===== src/rtl/ofmd_wr_addr_gen.sv =====
// ofmd_wr_addr_gen: OFMD SRAM write-address generator.
// Walks col/row/chan for each conv result; LAT-deep write pipe.
module ofmd_wr_addr_gen #(
  parameter int ADDR_WIDTH = 6,
  parameter int DIM_WIDTH  = 4,
  parameter int CH_WIDTH   = 2,
  parameter int LAT        = 2
) (
  input  logic                  clk,
  input  logic                  rst,
  input  logic                  en,
  input  logic                  start,
  input  logic [DIM_WIDTH-1:0]  cfg_cols,
  input  logic [DIM_WIDTH-1:0]  cfg_rows,
  input  logic [CH_WIDTH-1:0]   cfg_chans,
  input  logic [ADDR_WIDTH-1:0] cfg_base,
  input  logic [ADDR_WIDTH-1:0] cfg_pitch,
  input  logic [ADDR_WIDTH-1:0] cfg_plane,
  input  logic                  pix_vld,
  output logic                  wr_en,
  output logic [ADDR_WIDTH-1:0] wr_addr,
  output logic [CH_WIDTH-1:0]   wr_ch,
  output logic                  busy,
  output logic                  done
);

  typedef enum logic [1:0] {
    IDLE,
    RUN,
    DRAIN,
    DONE
  } state_t;

  state_t state;

  logic [DIM_WIDTH-1:0]  cols_q;
  logic [DIM_WIDTH-1:0]  rows_q;
  logic [CH_WIDTH-1:0]   chans_q;
  logic [ADDR_WIDTH-1:0] pitch_q;
  logic [ADDR_WIDTH-1:0] plane_q;

  logic [DIM_WIDTH-1:0]  col;
  logic [DIM_WIDTH-1:0]  row;
  logic [CH_WIDTH-1:0]   ch;
  logic [ADDR_WIDTH-1:0] row_base;
  logic [ADDR_WIDTH-1:0] ch_base;

  logic [LAT-1:0]        pv;
  logic [ADDR_WIDTH-1:0] pa [LAT];
  logic [CH_WIDTH-1:0]   pc [LAT];

  logic                  push;
  logic [ADDR_WIDTH-1:0] push_addr;
  logic                  last_col;
  logic                  last_row;
  logic                  last_ch;
  logic                  pend;

  assign push      = (state == RUN) && pix_vld;
  assign push_addr = row_base + ADDR_WIDTH'(col);
  assign last_col  = (col == cols_q - DIM_WIDTH'(1));
  assign last_row  = (row == rows_q - DIM_WIDTH'(1));
  assign last_ch   = (ch == chans_q - CH_WIDTH'(1));

  assign wr_en   = pv[LAT-1];
  assign wr_addr = pa[LAT-1];
  assign wr_ch   = pc[LAT-1];

  // Entries still ahead of the output stage after this shift
  always_comb begin
    pend = 1'b0;
    for (int i = 0; i < LAT - 1; i++) begin
      pend = pend | pv[i];
    end
  end

  // Frame sequencer: config latch, col/row/chan walk, busy/done
  always_ff @(posedge clk) begin
    if (!rst) begin
      state    <= IDLE;
      busy     <= 1'b0;
      done     <= 1'b0;
      cols_q   <= '0;
      rows_q   <= '0;
      chans_q  <= '0;
      pitch_q  <= '0;
      plane_q  <= '0;
      col      <= '0;
      row      <= '0;
      ch       <= '0;
      row_base <= '0;
      ch_base  <= '0;
    end else if (en) begin
      case (state)
        IDLE: begin
          if (start) begin
            cols_q   <= cfg_cols;
            rows_q   <= cfg_rows;
            chans_q  <= cfg_chans;
            pitch_q  <= cfg_pitch;
            plane_q  <= cfg_plane;
            col      <= '0;
            row      <= '0;
            ch       <= '0;
            row_base <= cfg_base;
            ch_base  <= cfg_base;
            if (cfg_cols == '0 || cfg_rows == '0 ||
                cfg_chans == '0) begin
              state <= DONE;
              done  <= 1'b1;
            end else begin
              state <= RUN;
              busy  <= 1'b1;
            end
          end
        end
        RUN: begin
          if (pix_vld) begin
            if (last_col) begin
              col <= '0;
              if (last_row) begin
                row      <= '0;
                ch       <= ch + CH_WIDTH'(1);
                ch_base  <= ch_base + plane_q;
                row_base <= ch_base + plane_q;
                if (last_ch) begin
                  state <= DRAIN;
                end
              end else begin
                row      <= row + DIM_WIDTH'(1);
                row_base <= row_base + pitch_q;
              end
            end else begin
              col <= col + DIM_WIDTH'(1);
            end
          end
        end
        DRAIN: begin
          if (!pend) begin
            state <= DONE;
            busy  <= 1'b0;
            done  <= 1'b1;
          end
        end
        DONE: begin
          state <= IDLE;
          done  <= 1'b0;
        end
        default: begin
          state <= IDLE;
          busy  <= 1'b0;
          done  <= 1'b0;
        end
      endcase
    end
  end

  // Write delay pipe; addr/ch stages only load on valid entries
  always_ff @(posedge clk) begin
    if (!rst) begin
      pv <= '0;
      for (int i = 0; i < LAT; i++) begin
        pa[i] <= '0;
        pc[i] <= '0;
      end
    end else if (en) begin
      for (int i = LAT - 1; i > 0; i--) begin
        pv[i] <= pv[i-1];
        if (pv[i-1]) begin
          pa[i] <= pa[i-1];
          pc[i] <= pc[i-1];
        end
      end
      pv[0] <= push;
      if (push) begin
        pa[0] <= push_addr;
        pc[0] <= ch;
      end
    end
  end

endmodule

===== config.mk =====
export PLATFORM = sky130hd
export DESIGN_NAME = ofmd_wr_addr_gen
export DESIGN_NICKNAME = d
export VERILOG_FILES = /design/src/rtl/ofmd_wr_addr_gen.sv
export SDC_FILE = /design/constraint.sdc
export NUM_CORES = 1
export LEC_CHECK = 0
export ABC_AREA = 0
export ABC_CLOCK_PERIOD_IN_PS = 3300
export CORE_AREA = 4 4 98 100
export CTS_BUF_LIST = sky130_fd_sc_hd__clkbuf_16
export DETAILED_ROUTE_END_ITERATION = 7
export DIE_AREA = 0 0 102 104
export PLACE_DENSITY_LB_ADDON = 0.3
export SLEW_MARGIN = 20
export SYNTH_ARGS = -nofsm -noshare
export SYNTH_HDL_FRONTEND = slang
export SYNTH_SLANG_ARGS = --single-unit
export TNS_END_PERCENT = 10

===== constraint.sdc =====
create_clock -name clk -period 3.3 [get_ports clk]
set_input_delay 0.495 -clock clk [delete_from_list [all_inputs] [get_ports clk]]
set_output_delay 0.495 -clock clk [all_outputs]
set_load 0.03 [all_outputs]

==> results of run 1 <==
[registers in the layout, indices dropped and copies added (netlist names), 6 cells and up]
register and cells:
ch_base 6, pa 12, pitch_q 6, plane_q 6, row_base 6
[metrics by stage]
step                        util  cell area (µm²)
after floorplan                -             3583
after global placement    0.4696             4075
after detailed placement  0.4696             4075
after CTS                 0.5017             4354
after global routing      0.5017             4354
final                     0.5017             4354
[worst reg2reg max path, delay by kind of cell (launching register included)]
family | cells | cell delay, ns
simple gates | 2 | 0.89
fa+ha+maj | 1 | 0.30
buf+inv | 1 | 0.07
compound gates | 2 | 0.68
xor+xnor | 1 | 0.15
flops | 1 | 0.39
[cell families after synthesis]
family,after synthesis
fa+ha+maj,25
simple gates,139
mux,5
buf+inv,41
xor+xnor,27
compound gates,98
flops,66
[path summary, 6_finish.rpt]
path	cells past startpoint	end	from	slack (ns)
worst max-delay path	7	row_base[4]	rows_q[0]	0.72
worst min-delay path	2	pv[1]	pv[1]	0.45
worst max register to register	7	row_base[4]	rows_q[0]	0.72
worst min register to register	2	pv[1]	pv[1]	0.45
[cells in the final DEF (no fill, tap or decap), types with 2 or more instances in the layout]
| master | synthesis | routed |
|---|---|---|
| xor2_1 | 12 | 12 |
| mux2i_1 | 4 | 4 |
| clkbuf_16 | 0 | 9 |
| xnor2_1 | 15 | 15 |
| a21oi_1 | 44 | 44 |
| o31ai_1 | 2 | 2 |
| clkinv_1 | 0 | 2 |
| nand2_1 | 57 | 57 |
| edfxtp_1 | 16 | 16 |
| a211o_1 | 2 | 2 |
| o21a_1 | 6 | 6 |
| nor2_1 | 25 | 25 |
| o211ai_1 | 2 | 2 |
| nand4_1 | 2 | 2 |
| a211oi_1 | 3 | 3 |
| a22oi_1 | 2 | 2 |
| and2_1 | 12 | 12 |
| fa_1 | 3 | 3 |
| a21o_1 | 5 | 5 |
| o21ai_0 | 11 | 11 |
| o22ai_1 | 3 | 3 |
| clkdlybuf4s50_1 | 0 | 43 |
| ha_1 | 22 | 22 |
| nand3_1 | 14 | 14 |
| nor4_1 | 3 | 3 |
| o211a_1 | 4 | 4 |
| buf_4 | 8 | 8 |
| and3_1 | 4 | 4 |
| dfxtp_1 | 50 | 50 |
| o21bai_1 | 2 | 2 |
| nand3b_1 | 2 | 2 |
| nand4b_1 | 2 | 2 |
| o41ai_1 | 2 | 2 |
| nor3_1 | 7 | 7 |
| nor2b_1 | 4 | 4 |
| inv_1 | 14 | 17 |
[final cells by class]
class | count | area (µm²)
tap | 108 | 135.1
timing repair buffer | 51 | 490.5
inverter | 14 | 52.55
multi-input combinational | 294 | 1916
clock inverter | 7 | 53.80
sequential | 66 | 1481
clock buffer | 9 | 225.2
fill | 830 | 4324
[power groups by stage]
stage                     clock network [mW]  registers, mW  logic, mW
after floorplan                            0          0.946      0.296
after global placement                     0          0.954      0.419
after detailed placement                   0          0.954      0.429
after CTS                              0.920          0.938      0.432
after global routing                   0.959          0.947      0.482
final                                  0.907          0.939      0.431
[metal layers]
metal / part of all wire / global-route usage / vias up
li1: - / - / 1474
met1: 0.47 / 0.2165 / 1413
met2: 0.48 / 0.2530 / 61
met3: 0.038 / 0.03890 / 18
met4: 0.019 / 0.06186 / 0
met5: 0 / 0 / -
==> flow_summary_export.csv, run 1 <==
group,metric,value,unit
logic_synthesis,yosysWarnings,0,
cts,cts_hold_buf,0,
logic_synthesis,synth_top_family_by_area,"simple AND/OR/NAND/NOR gates",
timing,finalWorstSetupSlack,0.7178,ns
routing,drtAntennaViolNets,0,
setup_path,critPathCaptureType,"flip-flop",
logic_synthesis,syn_nets,459,
routing,via_per_inst,5.403,
timing,min_period_over_period,0.7825,
cts,cts_setup_buffers,0,
routing,num_vias,2966,
power,power_switching,0.6283,mW
routing,finalWirelength,8013,µm
cts,clock_latency,0.33,ns
logic_synthesis,synthSimpleGateAreaFrac,0.1851,
timing,tns,0,ns
timing,worst_slew_pin_slew,0.8112,ns
routing,drc_errors,0,
logic_synthesis,synthTopCellsByCount,"nand2_1, dfxtp_1, a21oi_1",
setup_path,path_class,"flip-flop to flip-flop",
timing,fin_skew,0.004870,ns
cts,cts-resized-gates,0,
place,gp_congestion,0.8231,
cts,ctsRootBufferMaster,"clkbuf_16",
job,cap_viol_max_count,0,
setup_path,cp_cell_sequence,"inv_1 > ha_1 > xnor2_1 > or4_1 > a211oi_4 > a21oi_1 > nor3b_1",
timing,setup_viol,0,
timing,holdWs,0.4542,ns
cts,cts_made_buffers,9,
cts,clock_path_buffers,2,
timing,slew_headroom,0.4592,
logic_synthesis,synth_fa_ha_area_frac,0.09358,
timing,slew_violations,0,
cts,clkTransAtPathRegs,0.05,ns
logic_synthesis,ys_ff_latch,66,
logic_synthesis,synth_ff_type,"dfxtp_1",
routing,drt-initial-drc-count,181,
cts,cts.sinks,66,
die,die_x,102,µm
setup_path,worstPathRequired,3.51,ns
power,ir_drop,0.0002553,V
setup_path,path_buf_inv,1,
power,pwr_density_cell,522.8,nW/µm²
global_routing,grt_pass1_wl,13700,µm
cts,cts_tree,"done",
routing,wire_per_inst,14.60,µm
setup_path,cp_data_arrival_time,2.79,ns
global_routing,grt_pass1_vias,2807,
power,p_total,2.276,mW
logic_synthesis,synthDominantCellAreaShare,0.2793,
place,portBuffers,43,
power,leakagePower,1.747,nW
power,p_seq_frac,0.412,
final_layout,drive_gt1_frac,0.05669,
timing,layout_min_cycle_time,2.582,ns
power,p_comb_frac,0.189,
setup_path,cp_top_family,"simple AND/OR/NAND/NOR gates",
logic_synthesis,synthArstFlopShare,0,
global_routing,overflow,0,
logic_synthesis,synth_cells,401,
global_routing,track_usage,0.1627,
die,die_h,104,µm
logic_synthesis,synth.area.mux_share,0.01432,
hold_path,hold_path.class,"flip-flop to flip-flop",
global_routing,grt_max_degree,23,
logic_synthesis,synth_edf_count,16,
power,pwr-share-clk,0.398,
setup_path,crit_path_start_kind,"flip-flop",
die,row_count,34,
die,die_area,10610,µm²
place,dpl.cell_count,533,
final_layout,fin_cells,549,
logic_synthesis,synth.most_common_cell,"nand2_1",
power,swShare,0.2760,
cts,cts_max_level,3,
logic_synthesis,yosys.cell_types.count,54,
logic_synthesis,postSynthAreaPerCell,8.936,µm²
global_routing,antenna_found_initial,0,
die,initial_core_util,0.4129,
run_status,run_status,"completed",
place,dp_hpwl,5909,µm
logic_synthesis,synth_xor_area_frac,0.06599,
final_layout,diodes,0,
setup_path,crit_fanout,10,
routing,firstDrtPassIters,4,
timing,clock.fmax,387.3,MHz
die,coreArea,8678,µm²
logic_synthesis,syn_area,3583,µm²
timing,hold_viol_final,0,
logic_synthesis,yosysSeqAreaShare,0.4134,
setup_path,crit_path_top_delay_cell,"or4_1",
logic_synthesis,synthTopCellsByArea,"dfxtp_1, edfxtp_1, ha_1",
final_layout,area_growth_syn_to_layout,21.51,%
setup_path,slowest_delay,0.72,ns
logic_synthesis,yosysTopAreaCell,"dfxtp_1",
logic_synthesis,synth_compound_area_frac,0.1756,
die,io_pins,44,
power,p_int,1.648,mW
place,post-place-ws,0.6698,ns
final_layout,nets,494,
timing,rsz0062_at_grt,"no",
Note: power is estimated with default switching activity, not from simulation.
==> run 2: changes to the inputs <==
- ABC_CLOCK_PERIOD_IN_PS: 3300 -> 2640
- clock period: 3.3 -> 2.64 ns (I/O delays scaled with it)
==> flow_summary_export.csv, run 2 (same netlist as run 1, synthesis figures left out) <==
group,metric,value,unit
run_status,run_status,"completed",
setup_path,cp_data_arrival_time,2.64,ns
setup_path,crit_fanout,10,
routing,wire_per_inst,15.03,µm
timing,tns,0,ns
routing,via_per_inst,5.384,
cts,clock_latency,0.33,ns
routing,drc_errors,0,
setup_path,crit_path_start_kind,"flip-flop",
timing,slew_violations,0,
die,die_area,10610,µm²
routing,drtAntennaViolNets,0,
cts,cts-resized-gates,0,
routing,finalWirelength,8342,µm
final_layout,diodes,0,
power,pwr_density_cell,694.9,nW/µm²
global_routing,grt_max_degree,24,
cts,clkTransAtPathRegs,0.06,ns
place,placed_area,4120,µm²
timing,setup_viol,0,
setup_path,cp_cell_sequence,"inv_1 > ha_1 > xnor2_1 > or4_1 > a211oi_4 > a21oi_1 > nor3b_1",
timing,clock.fmax,410.7,MHz
die,io_pins,44,
cts,cts_tree,"done",
die,die_h,104,µm
power,ir_drop,0.0004704,V
cts,ctsRootBufferMaster,"clkbuf_16",
timing,layout_min_cycle_time,2.435,ns
setup_path,slowest_delay,0.58,ns
routing,num_vias,2988,
power,leakagePower,1.787,nW
final_layout,largest_register_ffs,12,
final_layout,final_common_cell,"nand2_1",
die,die_x,102,µm
cts,cts.sinks,66,
final_layout,fin_area,4463,µm²
cts,cts_setup_buffers,0,
final_layout,drive_gt1_frac,0.07830,
global_routing,track_usage,0.1694,
job,cap_viol_max_count,0,
setup_path,crit_path_top_delay_cell,"or4_1",
cts,clock_path_buffers,2,
global_routing,antenna_found_initial,0,
final_layout,layout_common_cells,"nand2_1, dfxtp_1, a21oi_1",
timing,hold_viol_final,0,
final_layout,area_growth_syn_to_layout,24.55,%
cts,cts_max_level,3,
global_routing,overflow,0,
final_layout,top_register,"pa",
routing,firstDrtPassIters,4,
timing,worst_slew_pin_slew,0.7673,ns
die,row_count,34,
global_routing,grt_pass1_wl,14350,µm
place,portBuffers,43,
timing,slew_headroom,0.4879,
hold_path,hold_path.class,"flip-flop to flip-flop",
final_layout,nets,500,
place,gp_congestion,0.8469,
die,coreArea,8678,µm²
timing,fin_skew,0.006786,ns
setup_path,path_class,"flip-flop to flip-flop",
timing,rsz0062_at_grt,"no",
setup_path,worstPathRequired,2.85,ns
die,initial_core_util,0.4129,
global_routing,grt_pass1_vias,3089,
setup_path,critPathCaptureType,"flip-flop",
routing,drt-initial-drc-count,126,
place,dp_hpwl,6122,µm
timing,min_period_over_period,0.9223,
cts,cts_hold_buf,0,
cts,cts_made_buffers,9,
[run 2: cell count changes in the layout (fill, tap and decap cells not counted), sizes merged]
cell / delta
inv: -3
buf: +6
bufinv: +2
clkinvlp: +2
clkinv: -1
[run 2: layout make-up]
cell class                      instances  area [µm²]
Fill cell                             848        4215
Multi-Input combinational cell        294        1916
Sequential cell                        66        1481
Timing Repair Buffer                   57       535.5
Clock buffer                            9       225.2
Tap cell                              108       135.1
Clock inverter                          7       117.6
Inverter                               14       52.55
[run 2: per-stage QoR]
step	power (mW)	hold slack [ns]	std cells	setup slack [ns]	utilization
floorplan	1.552	0.4406	401	0.3606	-
global placement	1.728	0.4483	539	0.2821	0.4748
detailed placement	1.744	0.4544	539	0.2094	0.4748
CTS	3.122	0.4622	555	0.1912	0.5143
global route	3.246	0.4788	555	0.03638	0.5143
finish	3.101	0.4561	555	0.2052	0.5143
[run 2: path summary, 6_finish.rpt]
kind             start          end  slack, ns  depth (start not counted)
min              pv[1]        pv[1]       0.46                          2
max reg2reg  rows_q[0]  row_base[4]       0.21                          7
max          rows_q[0]  row_base[4]       0.21                          7
min reg2reg      pv[1]        pv[1]       0.46                          2
[run 2: critical path, delay by kind of cell, from the launching register on]
| family | cells | cell delay (ns) |
|---|---|---|
| and+or+nand+nor | 2 | 0.77 |
| adders and majority gates | 1 | 0.30 |
| xor gates and xnor gates | 1 | 0.14 |
| buffers and inverters | 1 | 0.06 |
| DFF | 1 | 0.40 |
| AOI/OAI and AO/OA | 2 | 0.64 |
[run 2: power breakdown]
part           leakage [nW]  total, mW  switching [mW]  internal (mW)
Combinational          1.05      0.552           0.303          0.249
Clock                 0.159       1.38           0.455          0.920
Sequential            0.573       1.17          0.0645           1.11
Total                  1.79       3.10           0.822           2.28
[run 2: metal layers]
metal / vias to the layer above / part of all wire / GRT usage
li1: 1483 / - / -
met1: 1409 / 0.43 / 0.2058
met2: 75 / 0.50 / 0.2813
met3: 21 / 0.042 / 0.04359
met4: 0 / 0.026 / 0.06842
met5: - / 0 / 0
==> run 3: changes to the inputs <==
- REMOVE_ABC_BUFFERS: not set -> 1
==> flow_summary_export.csv, run 3 (same netlist as run 1, synthesis figures left out) <==
group,metric,value,unit
run_status,run_status,"completed",
cts,cts_max_level,3,
cts,cts.sinks,66,
setup_path,crit_path_start_kind,"flip-flop",
cts,clkTransAtPathRegs,0.05,ns
place,portBuffers,43,
timing,setup_viol,0,
final_layout,num-fill-cells,839,
hold_path,hold_path.class,"flip-flop to flip-flop",
timing,slew_violations,0,
setup_path,path_buf_inv,1,
setup_path,crit_path_top_delay_cell,"or4_1",
setup_path,cp_cell_sequence,"inv_1 > ha_1 > xnor2_1 > or4_1 > a211oi_4 > a21oi_1 > nor3b_1",
setup_path,worstPathRequired,2.85,ns
power,pwr_density_cell,636.5,nW/µm²
cts,cts-resized-gates,0,
final_layout,area_growth_syn_to_layout,22.45,%
setup_path,cp_top_family,"simple AND/OR/NAND/NOR gates",
final_layout,area.sequential,1481,µm²
place,placed_area,4113,µm²
cts,ctsRootBufferMaster,"clkbuf_16",
place,post-place-ws,0.2351,ns
die,die_h,104,µm
cts,cts_tree,"done",
job,cap_viol_max_count,0,
routing,num_vias,2901,
routing,wire_per_inst,13.52,µm
global_routing,grt_pass1_wl,12900,µm
final_layout,fin_cells,554,
cts,cts_made_buffers,9,
timing,clock.fmax,414.4,MHz
setup_path,cp_data_arrival_time,2.62,ns
setup_path,r2r_setup_slack,0.23,ns
final_layout,diodes,0,
place,dpl.cell_count,538,
routing,finalWirelength,7490,µm
final_layout,multi_input_area,1916,µm²
routing,via_per_inst,5.236,
cts,cts_hold_buf,0,
timing,hold_viol_final,0,
power,ir_drop,0.0003166,V
final_layout,nets,499,
die,io_pins,44,
cts,clock_latency,0.33,ns
die,initial_core_util,0.4129,
place,dp_hpwl,5630,µm
hold_path,holdCritStartpoint,"plane_q[4]",
power,leakagePower,1.771,nW
final_layout,fin_util,0.5056,
setup_path,slowest_delay,0.59,ns
global_routing,overflow,0,
timing,min_period_over_period,0.9141,
setup_path,r2r-start,"rows_q[0]",
setup_path,r2r-end,"row_base[4]",
setup_path,critPathCaptureType,"flip-flop",
place,gp_congestion,0.8100,
routing,firstDrtPassIters,5,
final_layout,final_common_cell,"nand2_1",
final_layout,layout_common_cells,"nand2_1, dfxtp_1, a21oi_1",
global_routing,grt_pass1_vias,2801,
setup_path,rr_worst_depth,7,
die,die_x,102,µm
hold_path,min_to,"plane_q[4]",
timing,slew_headroom,0.5422,
timing,tns,0,ns
timing,rsz0062_at_grt,"no",
final_layout,drive_gt1_frac,0.06951,
timing,worst_slew_pin_slew,0.6860,ns
final_layout,largest_register_ffs,12,
global_routing,antenna_found_initial,0,
setup_path,path_class,"flip-flop to flip-flop",
routing,drt-initial-drc-count,76,
final_layout,top_register,"pa",
cts,clock_path_buffers,2,
global_routing,grt_max_degree,23,
die,coreArea,8678,µm²
die,die_area,10610,µm²
die,row_count,34,
timing,finalWorstSetupSlack,0.2269,ns
timing,fin_skew,0.005398,ns
cts,cts_setup_buffers,0,
final_layout,fin_area,4388,µm²
routing,drc_errors,0,
setup_path,crit_fanout,10,
routing,drtAntennaViolNets,0,
timing,layout_min_cycle_time,2.413,ns
global_routing,track_usage,0.1525,
hold_path,whs_path_depth,2,
-- run 3: cell types whose count changed in the layout (fill, tap and decap cells not counted) --
cell and delta:
inv_1 +3, clkinv_2 +2, bufinv_16 -3, clkinvlp_4 -2
clkbuf_16 +1, clkinv_4 -1, buf_4 -1
-- run 3: per-stage QoR --
step           total power [mW]  hold WS [ns]
6_report                  2.793        0.4602
3_3_place_gp              1.715        0.4452
3_5_place_dp              1.728        0.4556
2_1_floorplan             1.531        0.4406
5_1_grt                   2.942        0.4834
4_1_cts                   2.827        0.4643
-- run 3: metal layers --
layer | part of all wire | up-vias | global-route usage
li1 | - | 1485 | -
met1 | 0.45 | 1338 | 0.1947
met2 | 0.48 | 65 | 0.2498
met3 | 0.056 | 13 | 0.02683
met4 | 0.020 | 0 | 0.06467
met5 | 0 | - | 0
-- run 3: report_power, final --
part	total [mW]	switching, mW	internal [mW]	leakage (nW)
logic	0.539	0.292	0.247	1.05
registers	1.17	0.0600	1.11	0.573
clock network	1.08	0.410	0.674	0.149
-- run 3: how the worst max path moves through the flow --
stage	slack, ns	cells past startpoint	from	endpoint
finish	0.23	7	rows_q[0]	row_base[4]
global route	0.05	7	rows_q[0]	row_base[4]
CTS	0.22	7	rows_q[0]	row_base[4]
detailed placement	0.24	7	rows_q[0]	row_base[4]
global placement	0.28	7	rows_q[0]	row_base[4]
floorplan	0.11	8	state[1]	row[3]
-- run 3: layout make-up --
type / instances / share of cell area
Multi-Input combinational cell: 294 / 0.4366
Sequential cell: 66 / 0.3376
Timing Repair Buffer: 56 / 0.1203
Clock buffer: 10 / 0.05703
Tap cell: 108 / 0.03080
Inverter: 14 / 0.01198
Clock inverter: 6 / 0.005703
-- run 3: worst reg2reg max path: cells and delay by family (launching register included) --
kind / cells / cell delay, ns
AOI/OAI and AO/OA: 2 / 0.65
xor gates and xnor gates: 1 / 0.15
adders and majority gates: 1 / 0.30
buffers and inverters: 1 / 0.06
DFF: 1 / 0.39
and+or+nand+nor: 2 / 0.75
